--- src/rtl/pwm_ramp_controller.sv ---
// pwm_ramp_controller
//   Soft-start sequencer for a multi-channel PWM duty bus. The host writes
//   per-channel targets over a valid/ready port. On each PeriodTick the block
//   sweeps all channels, moving each applied duty toward its target by at
//   most Step counts. It then commits every channel to DC_bus in one cycle,
//   so the bus only changes on period boundaries.
//
// Ports
//   clk        system clock
//   reset      synchronous, active-high reset
//   PeriodTick one-cycle pulse at each PWM period wrap
//   WrValid    write request
//   WrReady    write accepted when WrValid && WrReady (high only in IDLE)
//   WrChan     target channel index
//   WrDuty     target duty, unsigned
//   DC_bus     applied duties, channel i at [i*Resolution +: Resolution]
//   Settled    registered: every applied duty equals its target
//   ChanErr    one-cycle pulse after a write to a nonexistent channel
//   Overrun    sticky: PeriodTick seen outside IDLE, cleared by reset
module pwm_ramp_controller #(
  parameter int NPWM       = 5,
  parameter int Resolution = 8,
  parameter int ChanBits   = 3,
  parameter int Step       = 4
) (
  input  logic                         clk,
  input  logic                         reset,
  input  logic                         PeriodTick,
  input  logic                         WrValid,
  output logic                         WrReady,
  input  logic [ChanBits-1:0]          WrChan,
  input  logic [Resolution-1:0]        WrDuty,
  output logic [NPWM*Resolution-1:0]   DC_bus,
  output logic                         Settled,
  output logic                         ChanErr,
  output logic                         Overrun
);

  typedef enum logic [1:0] {IDLE, UPDATE, COMMIT} state_t;

  localparam logic [Resolution:0]   STEP_W = (Resolution+1)'(Step);
  localparam logic [Resolution-1:0] STEP_R = Resolution'(Step);
  localparam logic [ChanBits:0]     NPWM_W = (ChanBits+1)'(NPWM);
  localparam logic [ChanBits-1:0]   LAST_K = ChanBits'(NPWM-1);

  state_t                state, state_nxt;
  logic [ChanBits-1:0]   k;
  logic [Resolution-1:0] target [NPWM];
  logic [Resolution-1:0] cur    [NPWM];
  logic [Resolution-1:0] dc     [NPWM];
  logic                  upd_en, commit_en;
  logic                  wr_acc, chan_ok;
  logic                  settle_wr, settle_cm;

  // One ramp step toward t, clamped so it never overshoots or wraps. The
  // difference is taken one bit wider so it cannot wrap.
  function automatic logic [Resolution-1:0] ramp(input logic [Resolution-1:0] c,
                                                 input logic [Resolution-1:0] t);
    logic [Resolution:0] diff;
    diff = '0;
    ramp = c;
    if (c < t) begin
      diff = {1'b0, t} - {1'b0, c};
      ramp = (diff > STEP_W) ? c + STEP_R : t;
    end else if (c > t) begin
      diff = {1'b0, c} - {1'b0, t};
      ramp = (diff > STEP_W) ? c - STEP_R : t;
    end
  endfunction

  // FSM state register
  always_ff @(posedge clk) begin
    if (reset) state <= IDLE;
    else       state <= state_nxt;
  end

  // FSM next state
  always_comb begin
    state_nxt = state;
    case (state)
      IDLE:    if (PeriodTick) state_nxt = UPDATE;
      UPDATE:  if (k == LAST_K) state_nxt = COMMIT;
      COMMIT:  state_nxt = IDLE;
      default: state_nxt = IDLE;
    endcase
  end

  // FSM outputs
  always_comb begin
    WrReady   = (state == IDLE);
    upd_en    = (state == UPDATE);
    commit_en = (state == COMMIT);
  end

  assign wr_acc  = WrValid && WrReady;
  assign chan_ok = ({1'b0, WrChan} < NPWM_W);

  // settle_wr looks ahead to the target set as it will be after this write.
  // settle_cm uses cur as it stands after the last UPDATE.
  always_comb begin
    settle_wr = 1'b1;
    settle_cm = 1'b1;
    for (int i = 0; i < NPWM; i++) begin
      if (chan_ok && (ChanBits'(i) == WrChan)) begin
        if (WrDuty != cur[i]) settle_wr = 1'b0;
      end else if (target[i] != cur[i]) begin
        settle_wr = 1'b0;
      end
      if (target[i] != cur[i]) settle_cm = 1'b0;
    end
  end

  // Channel state, sweep index and status flags
  always_ff @(posedge clk) begin
    if (reset) begin
      k       <= '0;
      Settled <= 1'b1;
      ChanErr <= 1'b0;
      Overrun <= 1'b0;
      for (int i = 0; i < NPWM; i++) begin
        target[i] <= '0;
        cur[i]    <= '0;
        dc[i]     <= '0;
      end
    end else begin
      k       <= upd_en ? k + 1'b1 : '0;
      ChanErr <= wr_acc && !chan_ok;
      // A tick outside IDLE is dropped; only this flag records it.
      if (PeriodTick && (state != IDLE)) Overrun <= 1'b1;
      for (int i = 0; i < NPWM; i++) begin
        if (wr_acc && chan_ok && (ChanBits'(i) == WrChan)) target[i] <= WrDuty;
        if (upd_en && (ChanBits'(i) == k)) cur[i] <= ramp(cur[i], target[i]);
        if (commit_en) dc[i] <= cur[i];
      end
      if (commit_en)   Settled <= settle_cm;
      else if (wr_acc) Settled <= settle_wr;
    end
  end

  always_comb begin
    DC_bus = '0;
    for (int i = 0; i < NPWM; i++) DC_bus[i*Resolution +: Resolution] = dc[i];
  end

endmodule

--- config.mk ---
export PLATFORM = sky130hd
export DESIGN_NAME = pwm_ramp_controller
export DESIGN_NICKNAME = d
export VERILOG_FILES = /design/src/rtl/pwm_ramp_controller.sv
export SDC_FILE = /design/constraint.sdc
export NUM_CORES = 1
export LEC_CHECK = 0
export CORE_ASPECT_RATIO = 0.7
export CORE_UTILIZATION = 60
export DETAILED_ROUTE_END_ITERATION = 8
export PLACE_DENSITY_LB_ADDON = 0.15
export RECOVER_POWER = 100
export SYNTH_ARGS = -nofsm -noshare
export SYNTH_HDL_FRONTEND = slang
export SYNTH_SLANG_ARGS = --single-unit
--- constraint.sdc ---
create_clock -name clk -period 4.2 [get_ports clk]
set_input_delay 0.84 -clock clk [delete_from_list [all_inputs] [get_ports clk]]
set_output_delay 0.84 -clock clk [all_outputs]
set_load 0.05 [all_outputs]
After elaboration in Yosys (flattened, before gate mapping)
Memory sizes are Yosys's and may differ from the RTL's.
Cells that the tools add are included.

operators by class
  $add $sub $neg = 21
  $lt $le $gt $ge = 21
  equal/unequal tests = 23
  muxes and demuxes = 104
  bitwise gates (word level) = 16
  reductions and logical operators = 27

operators with widths
  kind                   count
  $mux W8                45
  $gt A9 B3 Y1 const B   10
  $sub A8 B8 Y9          10
  $ne A8 B8 Y1           10
  $mux W1                56
  $add A8 B3 Y8 const B  5
  $gt A8 B8 Y1           5
  $lt A8 B8 Y1           5
  $sub A8 B3 Y8 const B  5
  $logic_and A1 B1 Y1    19
  $or A1 B1 Y1           15
  $eq A2 B3 Y1 const A   4
  $eq A1 B3 Y1 const A   2
  $eq A3 B3 Y1 const A   2
  $logic_not A3 Y1       2
  $mux W2                2
  $pmux W2 S2            1
  $reduce_bool A2 Y1     2
  $add A3 B1 Y3 const B  1
  $eq A3 B3 Y1 const B   1
  $lt A3 B3 Y1 const B   1
  $eq A2 B1 Y1 const B   1
  $eq A2 B2 Y1 const B   1
  $logic_not A2 Y1       1
  6 further kinds        6

storage, ports and cells
  register bits after elaboration = 8
  RAM bits = 120
  input bits = 15
  output and inout port bits = 44
  logic and storage cells = 220
  memories kept = 3

memories
  memory  words  width  rd ports  clocked after memory_dff  wr ports  line  RTL
  cur     5      8      5         0                         5         49    logic [Resolution-1:0] cur [NPWM];
  dc      5      8      5         0                         5         50    logic [Resolution-1:0] dc [NPWM];
  target  5      8      5         0                         5         48    logic [Resolution-1:0] target [NPWM];

Depth between registers and ports, before layout
  depth after elaboration = 13
  mapped depth = 11
  depth with buffers taken out = 11

Worst setup path after synthesis
Ideal clock, no wire load.

  kind = register -> register
  start = memory cur[3][3], in the netlist cur[0][27]
  end = memory cur[3][0], in the netlist cur[0][24], enable pin
  library setup time = 297 ps
  arrival = 2756 ps
  data required time = 3903 ps
  path slack = 1147 ps
  cell stages (with the launch flop) = 10
  buffers on the path = 1
  period minus slack after synthesis = 3053 ps
  path through = edfxtp_1 > ha_1 > buf_6 > o21a_1 > o31a_1 > o21a_1 > or4_4 > a2111oi_0 > or3_2 > o21a_1

RTL lines
  item             line
  start, declared  49

==> impl_metrics.json <==
{
  "synth_fp_nets": 1233,
  "ant_nets": 0,
  "seq_area_frac_synth_pct": 36.2,
  "vias_in_the_first_global_route": 7922,
  "place_congestion": 0.958,
  "power.share.clock_pct": 37.1,
  "top_level_ports": 59,
  "post_synth_instance_area_sq_um": 10400,
  "grt_use_total_pct": 31.6,
  "postSynth.asyncResetShare_pct": 0,
  "vdd_ir_drop_max_mv": 0.233,
  "post_cts_setup_buffers": 0,
  "result_of_the_run": "finished, violations left",
  "p_per_area_nw_per_um2": 348,
  "wirelength_microns": 27500,
  "total_iterations_of_the_first_detailed_routing_run": 5,
  "n_fill_cell": 1243,
  "clk_transition_reported_paths_ns": 0.06,
  "worst_slack_ns": 0.580,
  "std_cell_rows": 39,
  "power_report.internal_total_mw": 2.79,
  "fin_skew_ns": 0.0136,
  "average_size_of_a_mapped_cell_sq_um": 9.33,
  "detailedRoute.firstIterationViolations": 968,
  "slowest_stage_delay_on_critical_path_ns": 0.53,
  "timing.rr.end": "cur[0][29]",
  "critPathCaptureType": "register",
  "yosysUniqueCellTypes": 80,
  "worst_hold_path_type": "reg -> reg",
  "cts.path.max_buffers": 2,
  "route.vias.total": 8667,
  "total_leakage_power_nw": 4.69,
  "die_area_sq_um": 17900,
  "post_cts_hold_buffer_count": 0,
  "global_route.overflow_total": 0,
  "layout_cell_share_with_drive_strength_beyond_1_pct": 4.31,
  "yosys_register_bits": 128,
  "die_height_microns": 112,
  "tritoncts_num_sinks": 128,
  "area_growth_syn_to_layout_pct": 12.0,
  "cts-htree-levels": 4,
  "place_hpwl_microns": 20200,
  "capturing_element_of_the_worst_setup_path": "cur[0][29]",
  "worst_ep_arrival_time_ns": 3.81,
  "final_cell_mix": "120 x sky130_fd_sc_hd__edfxtp_1, 101 x sky130_fd_sc_hd__inv_1, 100 x sky130_fd_sc_hd__ha_1, 75 x sky130_fd_sc_hd__nor3_1, 56 x sky130_fd_sc_hd__a21oi_1",
  "r2r_cells": 9,
  "combined_area_of_the_multi_input_logic_cells_sq_um": 5990,
  "clock_tree_from_tritoncts": "yes",
  "synth_cells": 1113,
  "final-hold-violation-count": 0,
  "grt_first_pass_wirelength_microns": 43400,
  "drcViolationCount": 0,
  "synth-edff-count": 120,
  "cp_max_fo": 11,
  "min_period_over_period_pct": 86.2,
  "relSlewSlack_pct": -57.0,
  "crit_path_top_delay_cell": "sky130_fd_sc_hd__edfxtp_1",
  "place_worst_setup_slack_ns": 0.668,
  "crit_path_start": "cur[0][26]",
  "timing.hold.worst_path_depth": 2,
  "regToRegSetupSlack_ns": 0.58,
  "tritoncts.num_buffers": 17,
  "drt-wirelength-per-cell_microns": 19.9,
  "synth_warnings": 0,
  "maxClockFrequency_mhz": 276,
  "port_buffer_count": 58,
  "post_drt_via_cell_ratio": 6.26,
  "insertedDiodeCount": 0,
  "final_max_slew_viol_count": 42,
  "cts-root-buf": "sky130_fd_sc_hd__clkbuf_16",
  "worst_path_cell_trace": "ha_1 > nor2b_1 > o31a_1 > o21a_1 > or4_4 > a211oi_4 > a211oi_1 > a311o_1 > a2111oi_0",
  "power_frac_seq_pct": 38.4,
  "unrepaired_setup_endpoints_after_global_routing": "false",
  "violations": "max-capacitance violations, max-slew violations",
  "crit_type": "reg -> reg",
  "swShare_pct": 31.1,
  "cp.required_ns": 4.39,
  "setup-tns-final_ns": 0,
  "drv_cap": 1,
  "power.switching_mw": 1.26,
  "finish.net_count": 1266,
  "post_cts.resized_instances": 0,
  "synth-main-ff-cell": "sky130_fd_sc_hd__edfxtp_1",
  "launching_point_of_the_worst_reg2reg_path": "cur[0][26]",
  "comb_power_share_pct": 24.5,
  "start_kind": "register",
  "initial_antenna_violation_count": 0,
  "final-setup-viol-count": 0,
  "floorplan.die.width_microns": 159,
  "core_sq_um": 16600,
  "clock_insertion_delay_worst_skew_ns": 0.43,
  "mostFrequentLayoutCell": "sky130_fd_sc_hd__edfxtp_1",
  "maximum_number_of_pins_on_one_net_before_global_route_repair": 46,
  "period_needed_ns": 3.62,
  "tightestPinTransition_ns": 2.36,
  "initial_core_util_pct": 62.4,
  "layout.area.seq_sq_um": 3760
}
## worst max-delay path, delay by kind of cell (launching register included)
family,cells,cell delay (ns)
flip-flops,1,0.53
AND/OR/NAND/NOR,2,0.72
AO/OA/AOI/OAI,6,1.65
adder cells (fa/ha/maj),1,0.48
## worst min path at each step
stage / start / to / slack, ns
3_5_place_dp: Overrun / Overrun / 0.45
4_1_cts: Overrun / Overrun / 0.47
5_1_grt: Overrun / Overrun / 0.50
3_3_place_gp: Overrun / Overrun / 0.44
2_1_floorplan: k[0] / k[0] / 0.43
6_report: Overrun / Overrun / 0.46
## power groups by stage
stage	clock network (mW)	logic, mW	registers (mW)
final	1.51	0.993	1.56
after global routing	1.56	1.09	1.56
after CTS	1.51	0.993	1.55
after detailed placement	0	0.984	1.58
after global placement	0	0.969	1.57
after floorplan	0	0.718	1.59
## synthesized netlist by cell type (all sizes together), types with 16 or more instances
| library cell | instances | area share (%) |
|---|---|---|
| nand3 | 42 | 2.0 |
| clkbuf | 46 | 1.7 |
| xor2 | 43 | 3.6 |
| mux2i | 25 | 2.4 |
| a21oi | 56 | 2.7 |
| edfxtp | 120 | 35 |
| xnor2 | 44 | 3.7 |
| nor2 | 50 | 1.8 |
| inv | 101 | 3.6 |
| and2 | 16 | 0.96 |
| o21a | 20 | 1.4 |
| o21ai | 54 | 2.6 |
| nor3 | 75 | 3.7 |
| ha | 100 | 12 |
| nor2b | 30 | 1.8 |
| nand2 | 53 | 1.9 |
## kinds of logic after synthesis
family                     Yosys count  share of synthesized area [%]
buffers and inverters              155                           5.73
DFF                                128                           36.2
AOI/OAI and AO/OA                  259                           17.1
adders and majority gates          105                           13.0
muxes                               28                           2.73
and+or+nand+nor                    351                           17.8
xor gates and xnor gates            87                           7.33
## area by class of cell
cell class | count | area share (%)
Tap cell | 225 | 2.42
Clock inverter | 11 | 1.19
Timing Repair Buffer | 68 | 5.43
Inverter | 101 | 3.26
Multi-Input combinational cell | 830 | 51.5
Clock buffer | 21 | 3.87
Sequential cell | 128 | 32.3
## routing by layer
layer	vias up	track usage, %	wire [microns]
met5	-	0	0
met4	0	10.4	571
met3	48	9.13	2930
met2	481	43.4	11200
met1	4024	47.3	12900
li1	4114	-	-
## flip-flops by register name, summed over array words and instances (netlist names)
signal	count
k	3
Settled	1
cur	40
state	2
Overrun	1
target	40
ChanErr	1
dc	40
## stage by stage
stage                     utilization, %  instances  area (sq um)  power, mW  hold slack, ns
after floorplan                        -       1113         10400       2.31           0.433
after global placement              66.8       1352         11100       2.54           0.441
after detailed placement            66.8       1352         11100       2.56           0.454
after CTS                           70.3       1384         11700       4.06           0.473
after global routing                69.9       1384         11600       4.22           0.501
final                               69.9       1384         11600       4.05           0.465
Power figures use the tool's default switching activity.
